**src/rtl/uart_top.sv**
```systemverilog
// uart_top: message ROM feeding an 8N1 transmitter looped back into a receiver.
// Define UART_TOP_REPEAT_EN to resend the message continuously.
module uart_top #(
  parameter int clocks_per_bit = 4
) (
  input  logic       clk,
  input  logic       rst,
  output logic       ser_tx,
  output logic [7:0] leds
);

  localparam int CW = $clog2(clocks_per_bit) + 1;
  localparam logic [CW-1:0] LAST = CW'(clocks_per_bit - 1);
  localparam logic [CW-1:0] FULL = CW'(clocks_per_bit);
  localparam logic [CW-1:0] HALF = CW'(clocks_per_bit / 2);
  localparam logic [CW-1:0] ONE  = CW'(1);
  localparam logic [3:0] MSG_LEN = 4'd13;

  typedef enum logic [1:0] {
    TX_IDLE, TX_START, TX_DATA, TX_STOP
  } tx_state_e;

  typedef enum logic [2:0] {
    RX_IDLE, RX_START, RX_DATA, RX_STOP, RX_WAIT
  } rx_state_e;

  function automatic logic [7:0] msg_byte(input logic [3:0] i);
    case (i)
      4'd0:    msg_byte = 8'h48;
      4'd1:    msg_byte = 8'h65;
      4'd2:    msg_byte = 8'h6C;
      4'd3:    msg_byte = 8'h6C;
      4'd4:    msg_byte = 8'h6F;
      4'd5:    msg_byte = 8'h20;
      4'd6:    msg_byte = 8'h57;
      4'd7:    msg_byte = 8'h6F;
      4'd8:    msg_byte = 8'h72;
      4'd9:    msg_byte = 8'h6C;
      4'd10:   msg_byte = 8'h64;
      4'd11:   msg_byte = 8'h21;
      4'd12:   msg_byte = 8'h0A;
      default: msg_byte = 8'h00;
    endcase
  endfunction

  logic       out_valid;
  logic [7:0] out_data;

  logic [3:0]    idx_q, idx_d;
  tx_state_e     tx_state_q, tx_state_d;
  logic [CW-1:0] tx_cnt_q, tx_cnt_d;
  logic [2:0]    tx_bit_q, tx_bit_d;
  logic [7:0]    tx_shift_q, tx_shift_d;
  rx_state_e     rx_state_q, rx_state_d;
  logic [CW-1:0] rx_cnt_q, rx_cnt_d;
  logic [2:0]    rx_bit_q, rx_bit_d;
  logic [7:0]    rx_shift_q, rx_shift_d;
  logic          out_valid_q, out_valid_d;
  logic [7:0]    out_data_q, out_data_d;
  logic [7:0]    leds_q, leds_d;
  logic          tx_ready;
  logic          load;

  always_ff @(posedge clk) begin
    if (rst) begin
      idx_q       <= '0;
      tx_state_q  <= TX_IDLE;
      tx_cnt_q    <= '0;
      tx_bit_q    <= '0;
      tx_shift_q  <= '0;
      rx_state_q  <= RX_IDLE;
      rx_cnt_q    <= '0;
      rx_bit_q    <= '0;
      rx_shift_q  <= '0;
      out_valid_q <= 1'b0;
      out_data_q  <= '0;
      leds_q      <= '0;
    end else begin
      idx_q       <= idx_d;
      tx_state_q  <= tx_state_d;
      tx_cnt_q    <= tx_cnt_d;
      tx_bit_q    <= tx_bit_d;
      tx_shift_q  <= tx_shift_d;
      rx_state_q  <= rx_state_d;
      rx_cnt_q    <= rx_cnt_d;
      rx_bit_q    <= rx_bit_d;
      rx_shift_q  <= rx_shift_d;
      out_valid_q <= out_valid_d;
      out_data_q  <= out_data_d;
      leds_q      <= leds_d;
    end
  end

  // Last stop cycle also accepts a load so frames run back to back.
  always_comb begin
    ser_tx   = 1'b1;
    tx_ready = 1'b0;
    case (tx_state_q)
      TX_IDLE:  tx_ready = 1'b1;
      TX_START: ser_tx = 1'b0;
      TX_DATA:  ser_tx = tx_shift_q[0];
      TX_STOP:  tx_ready = (tx_cnt_q == LAST);
      default:  ser_tx = 1'b1;
    endcase
  end

  assign out_valid = out_valid_q;
  assign out_data  = out_data_q;
  assign leds      = leds_q;

  always_comb begin
`ifdef UART_TOP_REPEAT_EN
    load  = tx_ready;
    idx_d = idx_q;
    if (load) idx_d = (idx_q == MSG_LEN - 4'd1) ? 4'd0 : idx_q + 4'd1;
`else
    load  = tx_ready && (idx_q != MSG_LEN);
    idx_d = load ? idx_q + 4'd1 : idx_q;
`endif
  end

  always_comb begin
    tx_state_d = tx_state_q;
    tx_cnt_d   = tx_cnt_q;
    tx_bit_d   = tx_bit_q;
    tx_shift_d = tx_shift_q;
    case (tx_state_q)
      TX_IDLE: begin
        if (load) begin
          tx_state_d = TX_START;
          tx_cnt_d   = '0;
          tx_shift_d = msg_byte(idx_q);
        end
      end
      TX_START: begin
        if (tx_cnt_q == LAST) begin
          tx_state_d = TX_DATA;
          tx_cnt_d   = '0;
          tx_bit_d   = '0;
        end else begin
          tx_cnt_d = tx_cnt_q + ONE;
        end
      end
      TX_DATA: begin
        if (tx_cnt_q == LAST) begin
          tx_cnt_d   = '0;
          tx_shift_d = {1'b0, tx_shift_q[7:1]};
          tx_bit_d   = tx_bit_q + 3'd1;
          if (tx_bit_q == 3'd7) tx_state_d = TX_STOP;
        end else begin
          tx_cnt_d = tx_cnt_q + ONE;
        end
      end
      TX_STOP: begin
        if (tx_cnt_q == LAST) begin
          tx_cnt_d = '0;
          if (load) begin
            tx_state_d = TX_START;
            tx_shift_d = msg_byte(idx_q);
          end else begin
            tx_state_d = TX_IDLE;
          end
        end else begin
          tx_cnt_d = tx_cnt_q + ONE;
        end
      end
      default: tx_state_d = TX_IDLE;
    endcase
  end

  // Down-counter samples when it reaches one: mid start bit, then every bit time.
  always_comb begin
    rx_state_d  = rx_state_q;
    rx_cnt_d    = rx_cnt_q;
    rx_bit_d    = rx_bit_q;
    rx_shift_d  = rx_shift_q;
    out_valid_d = 1'b0;
    out_data_d  = out_data_q;
    leds_d      = leds_q;
    case (rx_state_q)
      RX_IDLE: begin
        if (!ser_tx) begin
          rx_state_d = RX_START;
          rx_cnt_d   = HALF;
        end
      end
      RX_START: begin
        if (rx_cnt_q == ONE) begin
          if (ser_tx) begin
            rx_state_d = RX_IDLE;
          end else begin
            rx_state_d = RX_DATA;
            rx_cnt_d   = FULL;
            rx_bit_d   = '0;
          end
        end else begin
          rx_cnt_d = rx_cnt_q - ONE;
        end
      end
      RX_DATA: begin
        if (rx_cnt_q == ONE) begin
          rx_shift_d = {ser_tx, rx_shift_q[7:1]};
          rx_cnt_d   = FULL;
          rx_bit_d   = rx_bit_q + 3'd1;
          if (rx_bit_q == 3'd7) rx_state_d = RX_STOP;
        end else begin
          rx_cnt_d = rx_cnt_q - ONE;
        end
      end
      RX_STOP: begin
        if (rx_cnt_q == ONE) begin
          if (ser_tx) begin
            out_valid_d = 1'b1;
            out_data_d  = rx_shift_q;
            leds_d      = rx_shift_q;
            rx_state_d  = RX_IDLE;
          end else begin
            rx_state_d = RX_WAIT;
          end
        end else begin
          rx_cnt_d = rx_cnt_q - ONE;
        end
      end
      RX_WAIT: begin
        if (ser_tx) rx_state_d = RX_IDLE;
      end
      default: rx_state_d = RX_IDLE;
    endcase
  end

endmodule

```
**config.mk**
```make
export PLATFORM = sky130hd
export DESIGN_NAME = uart_top
export DESIGN_NICKNAME = d
export VERILOG_FILES = /design/src/rtl/uart_top.sv
export SDC_FILE = /design/constraint.sdc
export NUM_CORES = 1
export LEC_CHECK = 0
export CAP_MARGIN = 20
export CORE_UTILIZATION = 30
export CTS_CLUSTER_SIZE = 24
export DETAILED_ROUTE_END_ITERATION = 7
export PLACE_DENSITY = 0.56
export SLEW_MARGIN = 40
export SYNTH_ARGS = -nofsm -noshare
export SYNTH_HDL_FRONTEND = slang
export SYNTH_SLANG_ARGS = --single-unit
```
**constraint.sdc**
```tcl
create_clock -name clk -period 3.6 [get_ports clk]
set_input_delay 0.54 -clock clk [delete_from_list [all_inputs] [get_ports clk]]
set_output_delay 0.54 -clock clk [all_outputs]
set_load 0.01 [all_outputs]
```
After elaboration in Yosys (flattened, before gate mapping)
Memories as Yosys holds them, arrays and structs flattened. A register that Yosys moved wholly into a read port is not among the register bits.
Cells that the tools add are included.
- memory bits (read-only): 224
- register bits: 45
- memories kept: 2
- output and inout bits: 9
- word-level logic and storage cells: 103
- memories (memory ; words ; width ; rd ports ; clocked after Yosys merged registers in ; wr ports ; line ; source):
    (no name shown) ; 16 ; 7 ; 1 ; 1 ; 0 ; 28 ; case (i)
    (no name shown) ; 16 ; 7 ; 1 ; 1 ; 0 ; 28 ;
- $add $sub $neg: 5
- multiplexer cells: 43
- reductions and logical operators: 16
- eq/ne operators: 27
- operator list (operator ; count):
    3-bit 2-to-1 mux ; 19
    8-bit 2-to-1 mux ; 4
    2-bit != test, second input constant ; 14
    8-bit case mux with 3 select lines ; 1
    3-bit case mux with 2 select lines ; 3
    4-bit 2-to-1 mux ; 4
    3-bit case mux with 5 select lines ; 1
    2-bit 2-to-1 mux ; 6
    3-bit case mux with 4 select lines ; 1
    5-bit AND reduction ; 2
    3-bit by 1-bit adder with 3-bit output, second input constant ; 3
    3-bit by 2-bit equality test with 1-bit output, second input constant ; 3
    3-bit equality test, second input constant ; 3
    2-bit case mux with 4 select lines ; 1
    4-bit AND reduction ; 2
    3-bit by 1-bit equality test with 1-bit output, second input constant ; 2
    3-bit AND reduction ; 2
    6-bit AND reduction ; 1
    4-bit by 1-bit adder with 4-bit output, second input constant ; 1
    2-bit equality test, second input constant ; 2
    4-bit != test, second input constant ; 1
    1-bit case mux with 2 select lines ; 2
    2-bit nonzero test ; 2
    4-bit nonzero test ; 1
    10 further kinds ; 10

Longest topological paths before layout
- depth after elaboration: 6
- mapped depth: 11

Worst setup path after synthesis
OpenSTA, ideal clock, no wires.
- kind: flip-flop to flip-flop
- start: register tx_state_q[0]
- end: register with a tool-made name
- buffers on the path: 0
- stages on the path, launching flop included: 10
- period minus slack after synthesis: 2.455 ns
- data required time: 3.525 ns
- path slack: 1.145 ns
- arrival: 2.380 ns
- cells stage by stage: dfxtp_1 > inv_1 > ha_1 > a31oi_1 > a21oi_1 > a311oi_1 > inv_1 > ha_1 > mux2_4 > o22ai_1
- RTL lines (element ; line ; source):
    start, declared ; 50 ; tx_state_e tx_state_q, tx_state_d;
    start signal, assigned ; 80 ; tx_state_q <= tx_state_d;

Worst setup path after layout
- start: register tx_state_q[0]
- end: output ser_tx
- word-level cells in the longest chain between the ends: 2
- elaborated cells between the ends (all ways): 3
- RTL lines (element ; line ; source):
    2-bit equality test or 2-bit by 1-bit equality test with 1-bit output (tied branches) ; 98 ; case (tx_state_q)
    1-bit case mux with 2 select lines * ; 98 ;
    end, declared ; 8 ; output logic ser_tx,
Mark *: on every way between the ends. The rest lies on a longest branch, timed or not.

==> results by group <==
CTS
  – Hold Buf Count CTS: 0
  – Root Driver: clkbuf_8
  – Clock Latency Late Sink: 0.31 ns
  – CTS tree: built
  – Sink Count: 51
  – Max Buffers Root-to-Sink: 2
  – H-tree levels: 2
  – Clk slew on worst S/H paths: 0.09 ns
  – Post-CTS setup buffers: 0
  – Gates resized, CTS repair: 0
  – TritonCTS Buffers: 5

Global route
  – Initial antenna violation count: 0
  – First-pass GRT wire length: 8.37 mm
  – Largest net degree at the start of global routing: 30
  – Vias in the first global route: 1883
  – Grt ovf: 0
  – GRT Util Overall: 11.9%

Detailed routing
  – Final wirelength: 4.80 mm
  – Drt initial violations: 57
  – DR pass1 iterations: 4
  – WL per Instance: 12.3 um
  – Vias per inst: 4.94
  – # DRC: 0
  – Vias: 1931
  – Final ANT Viol Nets: 0

Critical path
  – Worst Path Arrival: 2.45 ns
  – CP startpoint kind: flop
  – CP endpoint kind: output pin
  – Crit Reg-Reg Startpoint: tx_cnt_q[0]
  – Worst setup path endpoint: ser_tx
  – CP top delay family: buffers and inverters
  – WS Path Type: reg -> out
  – R2R Setup Slk: 0.71 ns
  – R2R depth: 9
  – Critical Path RT: 3.06 ns
  – CP Cell Sequence: inv_1 > ha_1 > nand2b_1 > and2_0 > clkdlybuf4s50_1
  – Crit path max-delay cell type: clkdlybuf4s50_1
  – CP Depth: 5
  – Worst path bufs/invs: 2
  – Crit Path Max Fanout: 16
  – Max stage delay on crit path: 0.61 ns
  – Setup crit start: tx_state_q[0]

STA
  – Tightest Pin Transition: 0.582 ns
  – Max Clock Freq: 335 MHz
  – Final setup violation count: 0
  – Setup TNS: 0 ns
  – Hold Fails Final Rpt: 0
  – Slew Viols, Final: 0
  – Final Skew: 0.00492 ns
  – Post-layout min period: 2.99 ns
  – RSZ-0062 raised after global routing: false
  – Rel. slew slack: 60.9%
  – Period utilisation layout: 83.0%

Logic synthesis
  – FFs w/ async S/R, synth: 0%
  – Yosys top cell by area: dfxtp_1
  – Main synth FF type: dfxtp_1
  – Yosys reg bits: 51
  – Top post-synthesis cells by area: dfxtp_1, ha_1, mux2i_1
  – Synth top area share: 40.4%
  – Syn avg cell area: 9.10 um2
  – Post-Synthesis Cell Area: 2530 um2
  – Mapped Cells: 278
  – Synth unique cells: 45
  – Syn nets: 300
  – YS warnings: 0
  – Sequential element share of the synthesized area: 40.4%
  – Post-synth EDFFs: 0

Layout
  – Syn-to-layout area delta: 11.5%
  – Final Util: 34.5%
  – Ant diodes: 0
  – # nets final: 307
  – Share of cells above drive strength 1: 9.44%

Power and ir drop
  – Pwr dens: 659 nW/um2
  – Pwr Total: 1860 uW
  – Peak VDD IR: 401 uV
  – Leak: 0.00109 uW

Placed design
  – Post-DP HPWL: 3.39 mm
  – Routability congestion estimate: 0.778
  – IO Port Bufs: 10

Hold path
  – Worst hold path class: reg -> reg
  – Hold depth: 2

Die
  – Core area: 8180 um2
  – I/O pin cnt: 11
  – Vert. Die Dim: 93.8 um
  – FP Rows: 33
  – Initial Utilization: 30.9%
  – Die Area: 8800 um2
  – Die X: 93.8 um

Job
  – Max-Cap Viols: 0

Status
  – Outcome: finished clean
## final cells by class
type / instances / area [um2]
sequential: 51 / 1020
inverter: 11 / 41.3
tap: 105 / 131
fill: 871 / 5360
timing repair buffer: 13 / 115
multi-input combinational: 203 / 1410
clock buffer: 6 / 82.6
clock inverter: 2 / 16.3
## cells in the final DEF, fill, tap and decap left out, types with 6 or more instances in the layout
master            n
nand2b_1          6
o21ai_0           6
nor2b_1           6
inv_1            11
a21oi_1          16
nand2_1          32
mux2_2            6
dfxtp_1          51
mux2i_1          19
clkbuf_8          6
clkdlybuf4s50_1   9
ha_1             20
nor2_1           31
## layer usage
metal  global-route usage [%]  share of wire (%)  vias to the layer above
li1                         -                  -                      989
met1                     14.9                 50                      906
met2                     19.6                 45                       29
met3                     2.83                2.7                        7
met4                     4.74                1.5                        0
met5                        0                  0                        -
## stage by stage
stage          std cells  instance area [um2]  hold slack (ns)  worst slack, ns
2_1_floorplan        278                 2530            0.428             1.15
3_3_place_gp         382                 2720            0.441            0.928
3_5_place_dp         382                 2720            0.451            0.771
4_1_cts              390                 2820            0.465            0.561
5_1_grt              391                 2820            0.490            0.421
6_report             391                 2820            0.460            0.614
## how the worst min path moves through the flow
| stage | to | slack (ns) | start |
|---|---|---|---|
| floorplan | tx_shift_q[6] | 0.43 | tx_shift_q[6] |
| global placement | tx_shift_q[6] | 0.44 | tx_shift_q[6] |
| detailed placement | rx_shift_q[0] | 0.45 | rx_shift_q[0] |
| CTS | rx_shift_q[0] | 0.47 | rx_shift_q[0] |
| global route | rx_shift_q[1] | 0.49 | rx_shift_q[2] |
| finish | tx_shift_q[6] | 0.46 | tx_shift_q[6] |
## cells by family (layout without fill, tap and decap cells)
family	Yosys count	in the layout	synth area share, %
xor gates and xnor gates	2	2	0.693
buffers and inverters	24	32	3.81
and+or+nand+nor	98	98	18.8
DFF	51	51	40.4
adders and majority gates	20	20	9.89
muxes	26	26	10.8
AOI/OAI and AO/OA	57	57	15.7
## worst min-delay path: stages (launching register included)
cell and delay (ns):
dfxtp_1 0.32, nand2_1 0.05, a21oi_1 0.05
## cell usage after synthesis (6+ instances only)
library cell  instances
dfxtp_1              51
nand2_1              32
nor2_1               31
ha_1                 20
mux2i_1              19
a21oi_1              16
inv_1                11
clkbuf_1              9
mux2_2                6
nand2b_1              6
nor2b_1               6
o21ai_0               6
## report_power, final
group | switching (uW) | internal, uW | total, uW
combinational | 446 | 340 | 786
clock | 194 | 157 | 352
sequential | 62.2 | 659 | 721
Power figures use the tool's default switching activity.
